==> src/rtl/key_event_queue.sv <==
// Key event queue between the keyboard decoder and game logic.
// Four-phase ready/read_fin handshakes on both sides; flush, occupancy and drop stats.
module key_event_queue #(
  parameter int unsigned DATA_WIDTH     = 3,
  parameter int unsigned DEPTH          = 4,
  parameter int unsigned LOG2_DEPTH     = $clog2(DEPTH),
  parameter int unsigned DROP_CNT_WIDTH = 8
) (
  input  logic                      clock,
  input  logic                      reset,
  input  logic                      in_ready,
  input  logic [DATA_WIDTH-1:0]     in_data,
  output logic                      in_read_fin,
  output logic                      out_ready,
  output logic [DATA_WIDTH-1:0]     out_data,
  input  logic                      out_read_fin,
  input  logic                      flush,
  output logic [LOG2_DEPTH:0]       count,
  output logic [DROP_CNT_WIDTH-1:0] drop_count
);

  localparam logic [LOG2_DEPTH:0] DepthCnt = (LOG2_DEPTH+1)'(DEPTH);

  typedef enum logic {UIdle, UAck} ustate_e;
  typedef enum logic [1:0] {DIdle, DOffer, DWaitLow} dstate_e;

  ustate_e u_state_q, u_state_d;
  dstate_e d_state_q, d_state_d;

  logic [DATA_WIDTH-1:0]     mem_q [DEPTH];
  logic [LOG2_DEPTH-1:0]     wr_ptr_q, wr_ptr_d;
  logic [LOG2_DEPTH-1:0]     rd_ptr_q, rd_ptr_d;
  logic [LOG2_DEPTH:0]       count_q, count_d;
  logic [DROP_CNT_WIDTH-1:0] drop_q, drop_d;
  logic [DATA_WIDTH-1:0]     out_data_q, out_data_d;

  logic capture, load, pop, push, drop, full;

  // Upstream: one capture per handshake, acknowledged regardless of queue space.
  always_comb begin
    u_state_d = u_state_q;
    capture   = 1'b0;
    case (u_state_q)
      UIdle: begin
        if (in_ready) begin
          capture   = 1'b1;
          u_state_d = UAck;
        end
      end
      UAck: begin
        if (!in_ready) u_state_d = UIdle;
      end
      default: u_state_d = UIdle;
    endcase
  end

  // Downstream: out_data is latched on entry to DOffer so it stays stable while offered.
  always_comb begin
    d_state_d = d_state_q;
    load      = 1'b0;
    pop       = 1'b0;
    case (d_state_q)
      DIdle: begin
        if (!flush && (count_q != '0) && !out_read_fin) begin
          load      = 1'b1;
          d_state_d = DOffer;
        end
      end
      DOffer: begin
        if (flush) begin
          d_state_d = out_read_fin ? DWaitLow : DIdle;
        end else if (out_read_fin) begin
          pop       = 1'b1;
          d_state_d = DWaitLow;
        end
      end
      DWaitLow: begin
        if (!out_read_fin) d_state_d = DIdle;
      end
      default: d_state_d = DIdle;
    endcase
  end

  assign full = (count_q == DepthCnt);
  // A same-cycle pop frees the head slot, so a full queue still accepts the event.
  assign push = capture && !flush && (!full || pop);
  assign drop = capture && !flush && full && !pop;

  always_comb begin
    wr_ptr_d   = wr_ptr_q;
    rd_ptr_d   = rd_ptr_q;
    count_d    = count_q;
    drop_d     = drop_q;
    out_data_d = out_data_q;
    if (flush) begin
      wr_ptr_d = '0;
      rd_ptr_d = '0;
      count_d  = '0;
    end else begin
      if (push) wr_ptr_d = wr_ptr_q + LOG2_DEPTH'(1);
      if (pop)  rd_ptr_d = rd_ptr_q + LOG2_DEPTH'(1);
      case ({push, pop})
        2'b10:   count_d = count_q + (LOG2_DEPTH+1)'(1);
        2'b01:   count_d = count_q - (LOG2_DEPTH+1)'(1);
        default: count_d = count_q;
      endcase
    end
    if (drop && (drop_q != '1)) drop_d = drop_q + DROP_CNT_WIDTH'(1);
    if (load) out_data_d = mem_q[rd_ptr_q];
  end

  always_ff @(posedge clock or posedge reset) begin
    if (reset) begin
      u_state_q  <= UIdle;
      d_state_q  <= DIdle;
      wr_ptr_q   <= '0;
      rd_ptr_q   <= '0;
      count_q    <= '0;
      drop_q     <= '0;
      out_data_q <= '0;
    end else begin
      u_state_q  <= u_state_d;
      d_state_q  <= d_state_d;
      wr_ptr_q   <= wr_ptr_d;
      rd_ptr_q   <= rd_ptr_d;
      count_q    <= count_d;
      drop_q     <= drop_d;
      out_data_q <= out_data_d;
    end
  end

  always_ff @(posedge clock) begin
    if (push) mem_q[wr_ptr_q] <= in_data;
  end

  assign in_read_fin = (u_state_q == UAck);
  assign out_ready   = (d_state_q == DOffer);
  assign out_data    = out_data_q;
  assign count       = count_q;
  assign drop_count  = drop_q;

endmodule
==> config.mk <==
export PLATFORM = sky130hd
export DESIGN_NAME = key_event_queue
export DESIGN_NICKNAME = d
export VERILOG_FILES = /design/src/rtl/key_event_queue.sv
export SDC_FILE = /design/constraint.sdc
export NUM_CORES = 1
export LEC_CHECK = 0
export ABC_CLOCK_PERIOD_IN_PS = 2700
export BUFFER_PORTS_ARGS = -buffer_cell sky130_fd_sc_hd__buf_2
export CAP_MARGIN = 25
export CORE_MARGIN = 2
export CORE_UTILIZATION = 55
export CTS_CLUSTER_DIAMETER = 60
export CTS_CLUSTER_SIZE = 40
export DETAILED_ROUTE_END_ITERATION = 6
export PLACE_DENSITY = 0.86
export SYNTH_ARGS = -nofsm -noshare
export SYNTH_HDL_FRONTEND = slang
export SYNTH_SLANG_ARGS = --single-unit
export TNS_END_PERCENT = 50
==> constraint.sdc <==
create_clock -name clock -period 2.7 [get_ports clock]
set_clock_uncertainty 0.05 [all_clocks]
set_input_delay 0.54 -clock clock [delete_from_list [all_inputs] [get_ports clock]]
set_output_delay 0.54 -clock clock [all_outputs]
set_load 0.02 [all_outputs]
# Word-level counts from Yosys, hierarchy flattened

Memories as Yosys holds them, arrays and structs flattened. A register that Yosys moved wholly into a read port is not among the register bits.
Index checks and enable logic that the tools add are counted.
W data, S select, Z words.

Add/sub/neg operators: 5
Muxes and demuxes: 21
Reduce and logical (&&, ||, !) cells: 18
Equality and inequality tests: 9

Operators with widths:

| operator              | count |
|---|---|
| $mux W2               | 9 |
| $mux W1               | 9 |
| $add A8 B1 Y8 const B | 1 |
| $ne A8 B8 Y1 const B  | 1 |
| $logic_and A1 B1 Y1   | 7 |
| $pmux W2 S3           | 1 |
| $pmux W3 S2           | 1 |
| $reduce_bool A3 Y1    | 2 |
| $add A2 B1 Y2 const B | 2 |
| $eq A2 B1 Y1 const B  | 2 |
| $eq A2 B2 Y1 const B  | 2 |
| $logic_not A1 Y1      | 4 |
| $ne A2 B2 Y1 const B  | 2 |
| $reduce_bool A2 Y1    | 2 |
| $add A3 B1 Y3 const B | 1 |
| $eq A3 B3 Y1 const B  | 1 |
| $mux W3               | 1 |
| $ne A3 B1 Y1 const B  | 1 |
| $reduce_and A3 Y1     | 1 |
| $sub A3 B1 Y3 const B | 1 |
| $logic_not A2 Y1      | 1 |
| $logic_or A1 B1 Y1    | 1 |

Bits of input ports: 8
Memories kept: 1
Bits in writable memories: 12
Register bits: 18
Output and inout bits: 16

Memory list:

| memory | words | bits a word | rd ports | clocked after memory_dff | write ports | line | RTL |
|---|---|---|---|---|---|---|---|
| mem_q  | 4     | 3           | 1        | 1                        | 1           | 30   | `logic [DATA_WIDTH-1:0] mem_q [DEPTH];` |

# Logic depth before layout (Yosys ltp)

Gate-level depths: netlist of the first run.

Depth after elaboration: 8
Gate-level depth with buffers: 8
Gate-level depth less buffers: 7

# Worst setup path after synthesis of the first run

OpenSTA, ideal clock, no wires.

Path type: register to register
Start: reg count_q[0], in the netlist count[0]
End: reg drop_q[1], in the netlist drop_count[1]
Setup time: 125 ps
Path slack: 539 ps
Data required time: 2525 ps
Data arrival time: 1986 ps
Cell stages (with the launch flop): 6
Cell sequence: dfrtp_1 or3b_1 or4_4 buf_6 nor2_1 mux2_2

Word-level cells in the longest chain between the ends: 4

RTL lines:

| what                              | line | RTL |
|---|---|---|
| start, declared                   | 33   | `logic [LOG2_DEPTH:0] count_q, count_d;` |
| start signal, assigned            | 126  | `count_q <= count_d;` |
| $eq A3 B3 Y1                      | 84   | `assign full = (count_q == DepthCnt);` |
| $logic_and A1 B1 Y1 (2 in series) | 87   | `assign drop = capture && !flush && full && !pop;` |
| $logic_and A1 B1 Y1               | 108  | `if (drop && (drop_q != '1)) drop_d = drop_q + DROP_CNT_WIDTH'(1);` |
| end signal, assigned              | 127  | `drop_q <= drop_d;` |
| end, declared                     | 34   | `logic [DROP_CNT_WIDTH-1:0] drop_q, drop_d;` |

No other way between the ends.
A chain may end at the register's enable or synchronous reset.

# Worst setup path in the final report of the first run

Ends and elaborated chain as after synthesis.

==> impl_metrics.xml, run 1 <==
<?xml version="1.0" encoding="UTF-8"?>
<metrics>
  <group name="placement">
    <metric name="detailedPlace.worstSlack" unit="ns">0.487</metric>
    <metric name="estimated_wirelength_of_the_detail_placed_design" unit="mm">1.99</metric>
    <metric name="port_buffers" unit="">23</metric>
    <metric name="cells_after_dpl" unit="">173</metric>
    <metric name="rd_place_congestion" unit="">0.809</metric>
  </group>
  <group name="grt">
    <metric name="wire_length_of_the_first_global_routing_pass" unit="mm">4.71</metric>
    <metric name="track_usage" unit="%">19.4</metric>
    <metric name="grt_antenna_before_repair" unit="">0</metric>
    <metric name="overflow" unit="">0</metric>
    <metric name="grt_pass1_vias" unit="">1073</metric>
    <metric name="grt_max_degree" unit="">22</metric>
  </group>
  <group name="setup_path">
    <metric name="path_cells" unit="">or3b_1 &gt; or4_4 &gt; nor2_1 &gt; mux2_2</metric>
    <metric name="crit_path_max_incr_delay" unit="ns">0.52</metric>
    <metric name="critPathMaxFanout" unit="">8</metric>
    <metric name="rr_worst_depth" unit="">4</metric>
    <metric name="capturing_element_type_of_the_critical_path" unit="">register</metric>
    <metric name="data_arrival_time_of_the_critical_path" unit="ns">2.33</metric>
    <metric name="crit_slowest_cell" unit="">sky130_fd_sc_hd__or4_4</metric>
    <metric name="worst_ep_required_time" unit="ns">2.88</metric>
    <metric name="criticalPathCategory" unit="">register to register</metric>
    <metric name="worstSetupStartpointType" unit="">register</metric>
  </group>
  <group name="floorplanning">
    <metric name="core.rowCount" unit="">19</metric>
    <metric name="pin_count" unit="">24</metric>
    <metric name="floorplan.die.height" unit="um">57.8</metric>
    <metric name="core" unit="um2">2760</metric>
    <metric name="die_width" unit="um">57.8</metric>
    <metric name="initial_utilization" unit="%">57.6</metric>
    <metric name="dieArea" unit="um2">3340</metric>
  </group>
  <group name="logic_synthesis">
    <metric name="async_flop_share" unit="%">63.6</metric>
    <metric name="post_synth_inst_count" unit="">123</metric>
    <metric name="synth.lib_cells_used.distinct" unit="">40</metric>
    <metric name="synth-edff-count" unit="">12</metric>
    <metric name="post_synth_instance_area" unit="um2">1590</metric>
    <metric name="ys.flop_type" unit="">sky130_fd_sc_hd__dfrtp_1</metric>
    <metric name="seq_area_frac_synth" unit="%">55.7</metric>
    <metric name="syn_nets" unit="">137</metric>
    <metric name="syn_area_per_cell" unit="um2">12.9</metric>
    <metric name="ys_ff_latch" unit="">33</metric>
    <metric name="yosys_warnings" unit="">0</metric>
  </group>
  <group name="clock_tree">
    <metric name="htreeDepth" unit="">2</metric>
    <metric name="cts.clk_slew.worst_paths" unit="ns">0.10</metric>
    <metric name="numCtsBuffers" unit="">5</metric>
    <metric name="cts_buffer_depth" unit="">2</metric>
    <metric name="count_of_hold_buffers_inserted_by_post_cts_repair" unit="">0</metric>
    <metric name="clock_latency_late_sink" unit="ns">0.33</metric>
    <metric name="post-cts-setup-buffer-count" unit="">0</metric>
    <metric name="clk_root_buffer_cell" unit="">sky130_fd_sc_hd__clkbuf_4</metric>
    <metric name="cts.sinks" unit="">33</metric>
    <metric name="tritoncts" unit="">done</metric>
    <metric name="cts_resized" unit="">0</metric>
  </group>
  <group name="sta">
    <metric name="max_freq" unit="MHz">465</metric>
    <metric name="fin_tns_setup" unit="ns">0</metric>
    <metric name="worst_pin_slew" unit="ns">0.782</metric>
    <metric name="setup_viol" unit="">0</metric>
    <metric name="rsz0062_at_grt" unit="">false</metric>
    <metric name="final.hold.worst_slack" unit="ns">0.286</metric>
    <metric name="worst_slack" unit="ns">0.548</metric>
    <metric name="slew-limit-headroom" unit="%">47.8</metric>
    <metric name="hold_violations" unit="">0</metric>
    <metric name="post-route-min-period" unit="ns">2.15</metric>
    <metric name="post-route-period-util" unit="%">79.7</metric>
    <metric name="final-max-slew-violation-count" unit="">0</metric>
  </group>
  <group name="routing">
    <metric name="avgRoutedWirePerCell" unit="um">14.7</metric>
    <metric name="routed-via-count" unit="">1015</metric>
    <metric name="totalWireLength" unit="mm">2.66</metric>
    <metric name="drc" unit="">0</metric>
    <metric name="detail_route.iter0.violations" unit="">30</metric>
    <metric name="post_drt_via_cell_ratio" unit="">5.61</metric>
    <metric name="detail-route-antenna-nets" unit="">0</metric>
    <metric name="drt_pre_antenna_iters" unit="">4</metric>
  </group>
  <group name="pwr">
    <metric name="switching_share" unit="%">28.5</metric>
    <metric name="power.density" unit="nW/um2">576</metric>
    <metric name="cell_internal_pwr" unit="uW">729</metric>
    <metric name="worst_ir_drop_vdd" unit="V">0.000470</metric>
    <metric name="net_switching_power" unit="uW">291</metric>
    <metric name="p_leak" unit="nW">0.764</metric>
    <metric name="pwr-share-comb" unit="%">16.7</metric>
    <metric name="proportion_of_power_drawn_by_flip_flops_and_latches" unit="%">58.1</metric>
    <metric name="clock_power_share" unit="%">25.2</metric>
  </group>
  <group name="layout">
    <metric name="fillCellCount" unit="">216</metric>
    <metric name="finalNonFillerCells" unit="">181</metric>
    <metric name="ff_latch_area" unit="um2">886</metric>
    <metric name="antenna_cells_inserted" unit="">0</metric>
    <metric name="layout-drive-gt1-share" unit="%">29.3</metric>
    <metric name="finish.net_count" unit="">163</metric>
    <metric name="combined_area_of_the_multi_input_logic_cells" unit="um2">653</metric>
    <metric name="area_growth" unit="%">11.4</metric>
    <metric name="utilization" unit="%">64.2</metric>
  </group>
  <group name="status">
    <metric name="run_status" unit="">finished clean</metric>
  </group>
  <group name="run">
    <metric name="drv.max_cap_violation_count" unit="">0</metric>
  </group>
  <group name="hold_path">
    <metric name="holdCritPathClass" unit="">input port to asynchronous set/reset pin</metric>
  </group>
</metrics>
## cell families (layout without fill, tap and decap cells)
group	Yosys count	after routing	share of synthesized area, %
simple gates	44	44	18.1
flops	33	33	55.7
compound gates	12	12	4.96
buf+inv	11	38	3.15
mux	9	9	8.42
xor+xnor	8	8	4.41
fa+ha+maj	6	6	5.20
## cell usage after synthesis, types with 2 or more instances
cell type                  count  area [um2]
sky130_fd_sc_hd__nor2b_1       3        18.8
sky130_fd_sc_hd__a211oi_1      2        15.0
sky130_fd_sc_hd__nand2_1       6        22.5
sky130_fd_sc_hd__dfrtp_1      21         526
sky130_fd_sc_hd__xnor2_1       3        26.3
sky130_fd_sc_hd__clkbuf_1      2        7.51
sky130_fd_sc_hd__nor4_2        2        25.0
sky130_fd_sc_hd__edfxtp_1     12         360
sky130_fd_sc_hd__inv_1         7        26.3
sky130_fd_sc_hd__nor2_1        9        33.8
sky130_fd_sc_hd__o31ai_1       2        15.0
sky130_fd_sc_hd__nand4_1       2        12.5
sky130_fd_sc_hd__xor2_1        5        43.8
sky130_fd_sc_hd__mux2_2        4        45.0
sky130_fd_sc_hd__nand4b_1      2        17.5
sky130_fd_sc_hd__and2_1        4        25.0
sky130_fd_sc_hd__mux4_2        3        67.6
sky130_fd_sc_hd__o21ai_0       3        15.0
sky130_fd_sc_hd__o21a_1        2        15.0
sky130_fd_sc_hd__ha_1          5        62.6
sky130_fd_sc_hd__nor3_1        5        25.0
## cells in the final DEF, fill, tap and decap left out, types with 3 or more instances in the layout
cell type,n
sky130_fd_sc_hd__nor2_1,9
sky130_fd_sc_hd__xor2_1,5
sky130_fd_sc_hd__buf_2,23
sky130_fd_sc_hd__mux4_2,3
sky130_fd_sc_hd__xnor2_1,3
sky130_fd_sc_hd__nor2b_1,3
sky130_fd_sc_hd__inv_1,7
sky130_fd_sc_hd__nand2_1,6
sky130_fd_sc_hd__mux2_2,4
sky130_fd_sc_hd__and2_1,4
sky130_fd_sc_hd__nor3_1,5
sky130_fd_sc_hd__ha_1,5
sky130_fd_sc_hd__o21ai_0,3
sky130_fd_sc_hd__edfxtp_1,12
sky130_fd_sc_hd__dfrtp_1,21
sky130_fd_sc_hd__clkbuf_4,5
## sequential cells by signal, summed over array words and instances, names as in the netlist
register and cells:
count 3, d_state_q 2, drop_count 8, in_read_fin 1, mem_q 12, out_data 3
rd_ptr_q 2, wr_ptr_q 2
## path summary, 6_finish.rpt
path	from	endpoint	slack, ns
hold reg to reg	drop_count[6]	drop_count[6]	0.46
min in group clock	in_ready	in_read_fin	0.32
hold / removal	reset	drop_count[4]	0.29
setup reg to reg	count[0]	drop_count[1]	0.55
max in group asynchronous	reset	drop_count[5]	1.82
setup / recovery	count[0]	drop_count[1]	0.55
## power groups by stage
| stage | Combinational (mW) | Clock (mW) | Sequential [mW] |
|---|---|---|---|
| 2_1_floorplan | 0.0731 | 0 | 0.639 |
| 3_3_place_gp | 0.166 | 0 | 0.601 |
| 3_5_place_dp | 0.172 | 0 | 0.605 |
| 4_1_cts | 0.173 | 0.266 | 0.594 |
| 5_1_grt | 0.187 | 0.288 | 0.600 |
| 6_report | 0.170 | 0.257 | 0.593 |
## area by class of cell
class,instances,share of cell area [%]
Tap cell,31,2.19
Multi-Input combinational cell,79,36.9
Clock inverter,2,0.565
Sequential cell,33,50.0
Clock buffer,6,2.33
Inverter,7,1.48
Timing Repair Buffer,23,6.50
## per-stage QoR
stage          power, mW  cell area (um2)
2_1_floorplan      0.713             1590
3_3_place_gp       0.767             1720
3_5_place_dp       0.776             1720
4_1_cts             1.03             1770
5_1_grt             1.08             1770
6_report            1.02             1770
## per-layer routing
| layer | track usage, % | up-vias | routed length (um) |
|---|---|---|---|
| met5 | 0 | - | 0 |
| met4 | 10.6 | 0 | 90 |
| met3 | 6.70 | 9 | 133 |
| met2 | 29.9 | 25 | 1330 |
| met1 | 24.0 | 492 | 1100 |
| li1 | - | 489 | - |
## critical path: cells and delay by family (launching register included)
family,cells,cell delay (ns)
muxes,1,0.35
and+or+nand+nor,3,1.18
DFF,1,0.47
Note: power is estimated with default switching activity, not from simulation.
==> inputs of run 2 (changes only) <==
--- a/config.mk
+++ b/config.mk
@@ -5,15 +5,16 @@
 export SDC_FILE = /design/constraint.sdc
 export NUM_CORES = 1
 export LEC_CHECK = 0
-export ABC_CLOCK_PERIOD_IN_PS = 2700
+export ABC_AREA = 1
+export ABC_CLOCK_PERIOD_IN_PS = 1950
 export BUFFER_PORTS_ARGS = -buffer_cell sky130_fd_sc_hd__buf_2
 export CAP_MARGIN = 25
 export CORE_MARGIN = 2
-export CORE_UTILIZATION = 55
+export CORE_UTILIZATION = 50
 export CTS_CLUSTER_DIAMETER = 60
 export CTS_CLUSTER_SIZE = 40
 export DETAILED_ROUTE_END_ITERATION = 6
-export PLACE_DENSITY = 0.86
+export PLACE_DENSITY = 0.83
 export SYNTH_ARGS = -nofsm -noshare
 export SYNTH_HDL_FRONTEND = slang
 export SYNTH_SLANG_ARGS = --single-unit
==> constraint.sdc (replaced) <==
create_clock -name clock -period 1.95 [get_ports clock]
set_clock_uncertainty 0.05 [all_clocks]
set_input_delay 0.39 -clock clock [delete_from_list [all_inputs] [get_ports clock]]
set_output_delay 0.39 -clock clock [all_outputs]
set_load 0.02 [all_outputs]
==> impl_metrics.xml, run 2 <==
<?xml version="1.0" encoding="UTF-8"?>
<metrics>
  <group name="routing">
    <metric name="detail-route-antenna-nets" unit="">0</metric>
    <metric name="routed-via-count" unit="">1265</metric>
    <metric name="drc" unit="">0</metric>
    <metric name="post_drt_via_cell_ratio" unit="">4.77</metric>
    <metric name="drt_pre_antenna_iters" unit="">4</metric>
    <metric name="totalWireLength" unit="mm">3.06</metric>
    <metric name="avgRoutedWirePerCell" unit="um">11.5</metric>
    <metric name="detail_route.iter0.violations" unit="">104</metric>
  </group>
  <group name="clock_tree">
    <metric name="cts.sinks" unit="">33</metric>
    <metric name="numCtsBuffers" unit="">5</metric>
    <metric name="htreeDepth" unit="">2</metric>
    <metric name="clock_latency_late_sink" unit="ns">0.34</metric>
    <metric name="cts.clk_slew.worst_paths" unit="ns">0.11</metric>
    <metric name="clk_root_buffer_cell" unit="">sky130_fd_sc_hd__clkbuf_4</metric>
    <metric name="tritoncts" unit="">done</metric>
    <metric name="cts_buffer_depth" unit="">2</metric>
  </group>
  <group name="floorplanning">
    <metric name="core.rowCount" unit="">20</metric>
    <metric name="die_width" unit="um">61.6</metric>
    <metric name="dieArea" unit="um2">3800</metric>
    <metric name="core" unit="um2">3100</metric>
    <metric name="initial_utilization" unit="%">53.5</metric>
    <metric name="pin_count" unit="">24</metric>
    <metric name="floorplan.die.height" unit="um">61.6</metric>
  </group>
  <group name="hold_path">
    <metric name="origin_of_the_worst_min_delay_path" unit="">in_ready</metric>
    <metric name="holdCritPathClass" unit="">input port to register</metric>
  </group>
  <group name="logic_synthesis">
    <metric name="synth.lib_cells_used.distinct" unit="">27</metric>
    <metric name="syn_nets" unit="">200</metric>
    <metric name="synth.most_common_cell" unit="">sky130_fd_sc_hd__nand2_1</metric>
    <metric name="syn_area_per_cell" unit="um2">8.93</metric>
    <metric name="post_synth_main_area_contributors" unit="">sky130_fd_sc_hd__dfrtp_1 (32%), sky130_fd_sc_hd__edfxtp_1 (22%), sky130_fd_sc_hd__nand2_1 (12%)</metric>
    <metric name="seq_area_frac_synth" unit="%">53.3</metric>
    <metric name="synth-edff-count" unit="">12</metric>
    <metric name="post_synth_inst_count" unit="">186</metric>
    <metric name="async_flop_share" unit="%">63.6</metric>
    <metric name="ys.flop_type" unit="">sky130_fd_sc_hd__dfrtp_1</metric>
    <metric name="yosys_warnings" unit="">0</metric>
    <metric name="yosysTopAreaCellShare" unit="%">31.6</metric>
    <metric name="post_synth_instance_area" unit="um2">1660</metric>
    <metric name="synth_commonest_cells" unit="">sky130_fd_sc_hd__nand2_1 (52), sky130_fd_sc_hd__inv_1 (26), sky130_fd_sc_hd__dfrtp_1 (21)</metric>
    <metric name="ys_ff_latch" unit="">33</metric>
    <metric name="yosysTopAreaCell" unit="">sky130_fd_sc_hd__dfrtp_1</metric>
  </group>
  <group name="grt">
    <metric name="overflow" unit="">0</metric>
    <metric name="grt_pass1_vias" unit="">1205</metric>
    <metric name="grt_util_met1" unit="%">23.6</metric>
    <metric name="use_met3" unit="%">6.30</metric>
    <metric name="grt_antenna_before_repair" unit="">0</metric>
    <metric name="wire_length_of_the_first_global_routing_pass" unit="mm">5.15</metric>
    <metric name="use_met2" unit="%">31.4</metric>
    <metric name="grt_max_degree" unit="">22</metric>
    <metric name="track_usage" unit="%">19.2</metric>
    <metric name="grt.busiest_layer" unit="">met2</metric>
  </group>
  <group name="setup_path">
    <metric name="criticalPathCategory" unit="">register to register</metric>
    <metric name="reg2reg_slack" unit="ns">0.23</metric>
    <metric name="worst_ep_required_time" unit="ns">2.15</metric>
    <metric name="capturing_element_type_of_the_critical_path" unit="">register</metric>
    <metric name="critPathTopFamily" unit="">simple AND/OR/NAND/NOR gates</metric>
    <metric name="data_arrival_time_of_the_critical_path" unit="ns">1.92</metric>
    <metric name="crit_slowest_cell" unit="">sky130_fd_sc_hd__dfrtp_1</metric>
    <metric name="ff_to_ff_start" unit="">in_read_fin</metric>
    <metric name="worstSetupStartpointType" unit="">register</metric>
    <metric name="path_buf_inv" unit="">3</metric>
    <metric name="path_cells" unit="">inv_1 &gt; nand2_1 &gt; nand3_1 &gt; inv_1 &gt; fa_2 &gt; nand2_1 &gt; inv_1 &gt; nor2_1 &gt; nand3_1 &gt; nand2_1 &gt; nor2_1 &gt; nand2_1 &gt; nand2_1</metric>
    <metric name="crit_path_max_incr_delay" unit="ns">0.40</metric>
    <metric name="worst_setup_path_startpoint" unit="">in_read_fin</metric>
    <metric name="critPathMaxFanout" unit="">2</metric>
    <metric name="cpMostUsedCell" unit="">sky130_fd_sc_hd__nand2_1</metric>
  </group>
  <group name="pwr">
    <metric name="power.density" unit="nW/um2">881</metric>
    <metric name="worst_ir_drop_vdd" unit="V">0.000473</metric>
    <metric name="p_leak" unit="nW">0.977</metric>
  </group>
  <group name="layout">
    <metric name="area_growth" unit="%">17.4</metric>
    <metric name="utilization" unit="%">62.9</metric>
    <metric name="combined_area_of_the_multi_input_logic_cells" unit="um2">664</metric>
    <metric name="largest_register_ffs" unit="">12</metric>
    <metric name="finish.net_count" unit="">234</metric>
    <metric name="layout-drive-gt1-share" unit="%">20.4</metric>
    <metric name="regMostFlops" unit="">mem_q</metric>
    <metric name="fillCellCount" unit="">283</metric>
    <metric name="ff_latch_area" unit="um2">886</metric>
    <metric name="commonest_cells_after_routing_fill_and_taps_aside" unit="">sky130_fd_sc_hd__nand2_1 (52), sky130_fd_sc_hd__inv_1 (26), sky130_fd_sc_hd__buf_2 (23)</metric>
    <metric name="antenna_cells_inserted" unit="">0</metric>
    <metric name="final_common_cell" unit="">sky130_fd_sc_hd__nand2_1</metric>
  </group>
  <group name="placement">
    <metric name="port_buffers" unit="">23</metric>
    <metric name="estimated_wirelength_of_the_detail_placed_design" unit="mm">2.25</metric>
    <metric name="rd_place_congestion" unit="">0.873</metric>
  </group>
  <group name="sta">
    <metric name="final-max-slew-violation-count" unit="">0</metric>
    <metric name="slew-limit-headroom" unit="%">76.0</metric>
    <metric name="rsz0062_at_grt" unit="">false</metric>
    <metric name="hold_violations" unit="">0</metric>
    <metric name="fin_tns_setup" unit="ns">0</metric>
    <metric name="post-route-period-util" unit="%">88.2</metric>
    <metric name="max_freq" unit="MHz">582</metric>
    <metric name="final.hold.worst_slack" unit="ns">0.140</metric>
    <metric name="worst_pin_slew" unit="ns">0.358</metric>
    <metric name="post-route-min-period" unit="ns">1.72</metric>
    <metric name="setup_viol" unit="">0</metric>
  </group>
  <group name="run">
    <metric name="drv.max_cap_violation_count" unit="">0</metric>
  </group>
  <group name="status">
    <metric name="run_status" unit="">finished clean</metric>
  </group>
</metrics>
-- run 2: repair_timing --
item,in CTS,in global routing
setup buffers,0,1
gates resized for setup,0,1
hold buffers,1,0
endpoints found under the hold margin,18,0
endpoints found under the setup margin,0,1
-- run 2: where the power goes --
part | switching, mW | internal (mW)
clock | 0.250 | 0.271
combinational | 0.227 | 0.124
sequential | 0.0583 | 0.788
-- run 2: cells by family (layout without fill, tap and decap cells) --
kind of cell,after synthesis,count (layout),share of synthesized area (%)
AO/OA/AOI/OAI,21,21,7.68
XOR/XNOR,5,5,2.64
adder cells (fa/ha/maj),6,6,4.97
buffers and inverters,29,64,6.85
flip-flops,33,33,53.3
AND/OR/NAND/NOR,92,92,24.5
-- run 2: cell type report --
| cell class | instances | area share [%] |
|---|---|---|
| clock buffer | 5 | 1.92 |
| clock inverter | 3 | 2.37 |
| inverter | 29 | 5.84 |
| multi-input combinational | 124 | 34.1 |
| sequential | 33 | 45.4 |
| tap | 44 | 2.82 |
| timing repair buffer | 27 | 7.57 |
-- run 2: final timing paths --
path                               end  cells past startpoint
hold / removal             in_read_fin                      1
hold reg to reg            rd_ptr_q[1]                      1
min in group asynchronous  rd_ptr_q[0]                      4
setup reg to reg              count[2]                     13
max in group asynchronous  wr_ptr_q[0]                      4
setup / recovery              count[2]                     13
-- run 2: routing by layer --
layer / vias up / part of all wire (%) / routed length, um
met5: - / 0 / 0
met4: 0 / 2.0 / 62
met3: 5 / 5.3 / 162
met2: 24 / 46 / 1420
met1: 572 / 46 / 1410
li1: 664 / - / -
-- run 2: stage by stage --
| stage | area (um2) | total power, mW | setup WS (ns) | cells |
|---|---|---|---|---|
| floorplan | 1660 | 1.10 | 0.130 | 186 |
| global placement | 1850 | 1.20 | 0.128 | 255 |
| detailed placement | 1850 | 1.21 | 0.0653 | 255 |
| CTS | 1940 | 1.74 | 0.159 | 264 |
| global route | 1950 | 1.83 | 0.0213 | 265 |
| finish | 1950 | 1.72 | 0.231 | 265 |
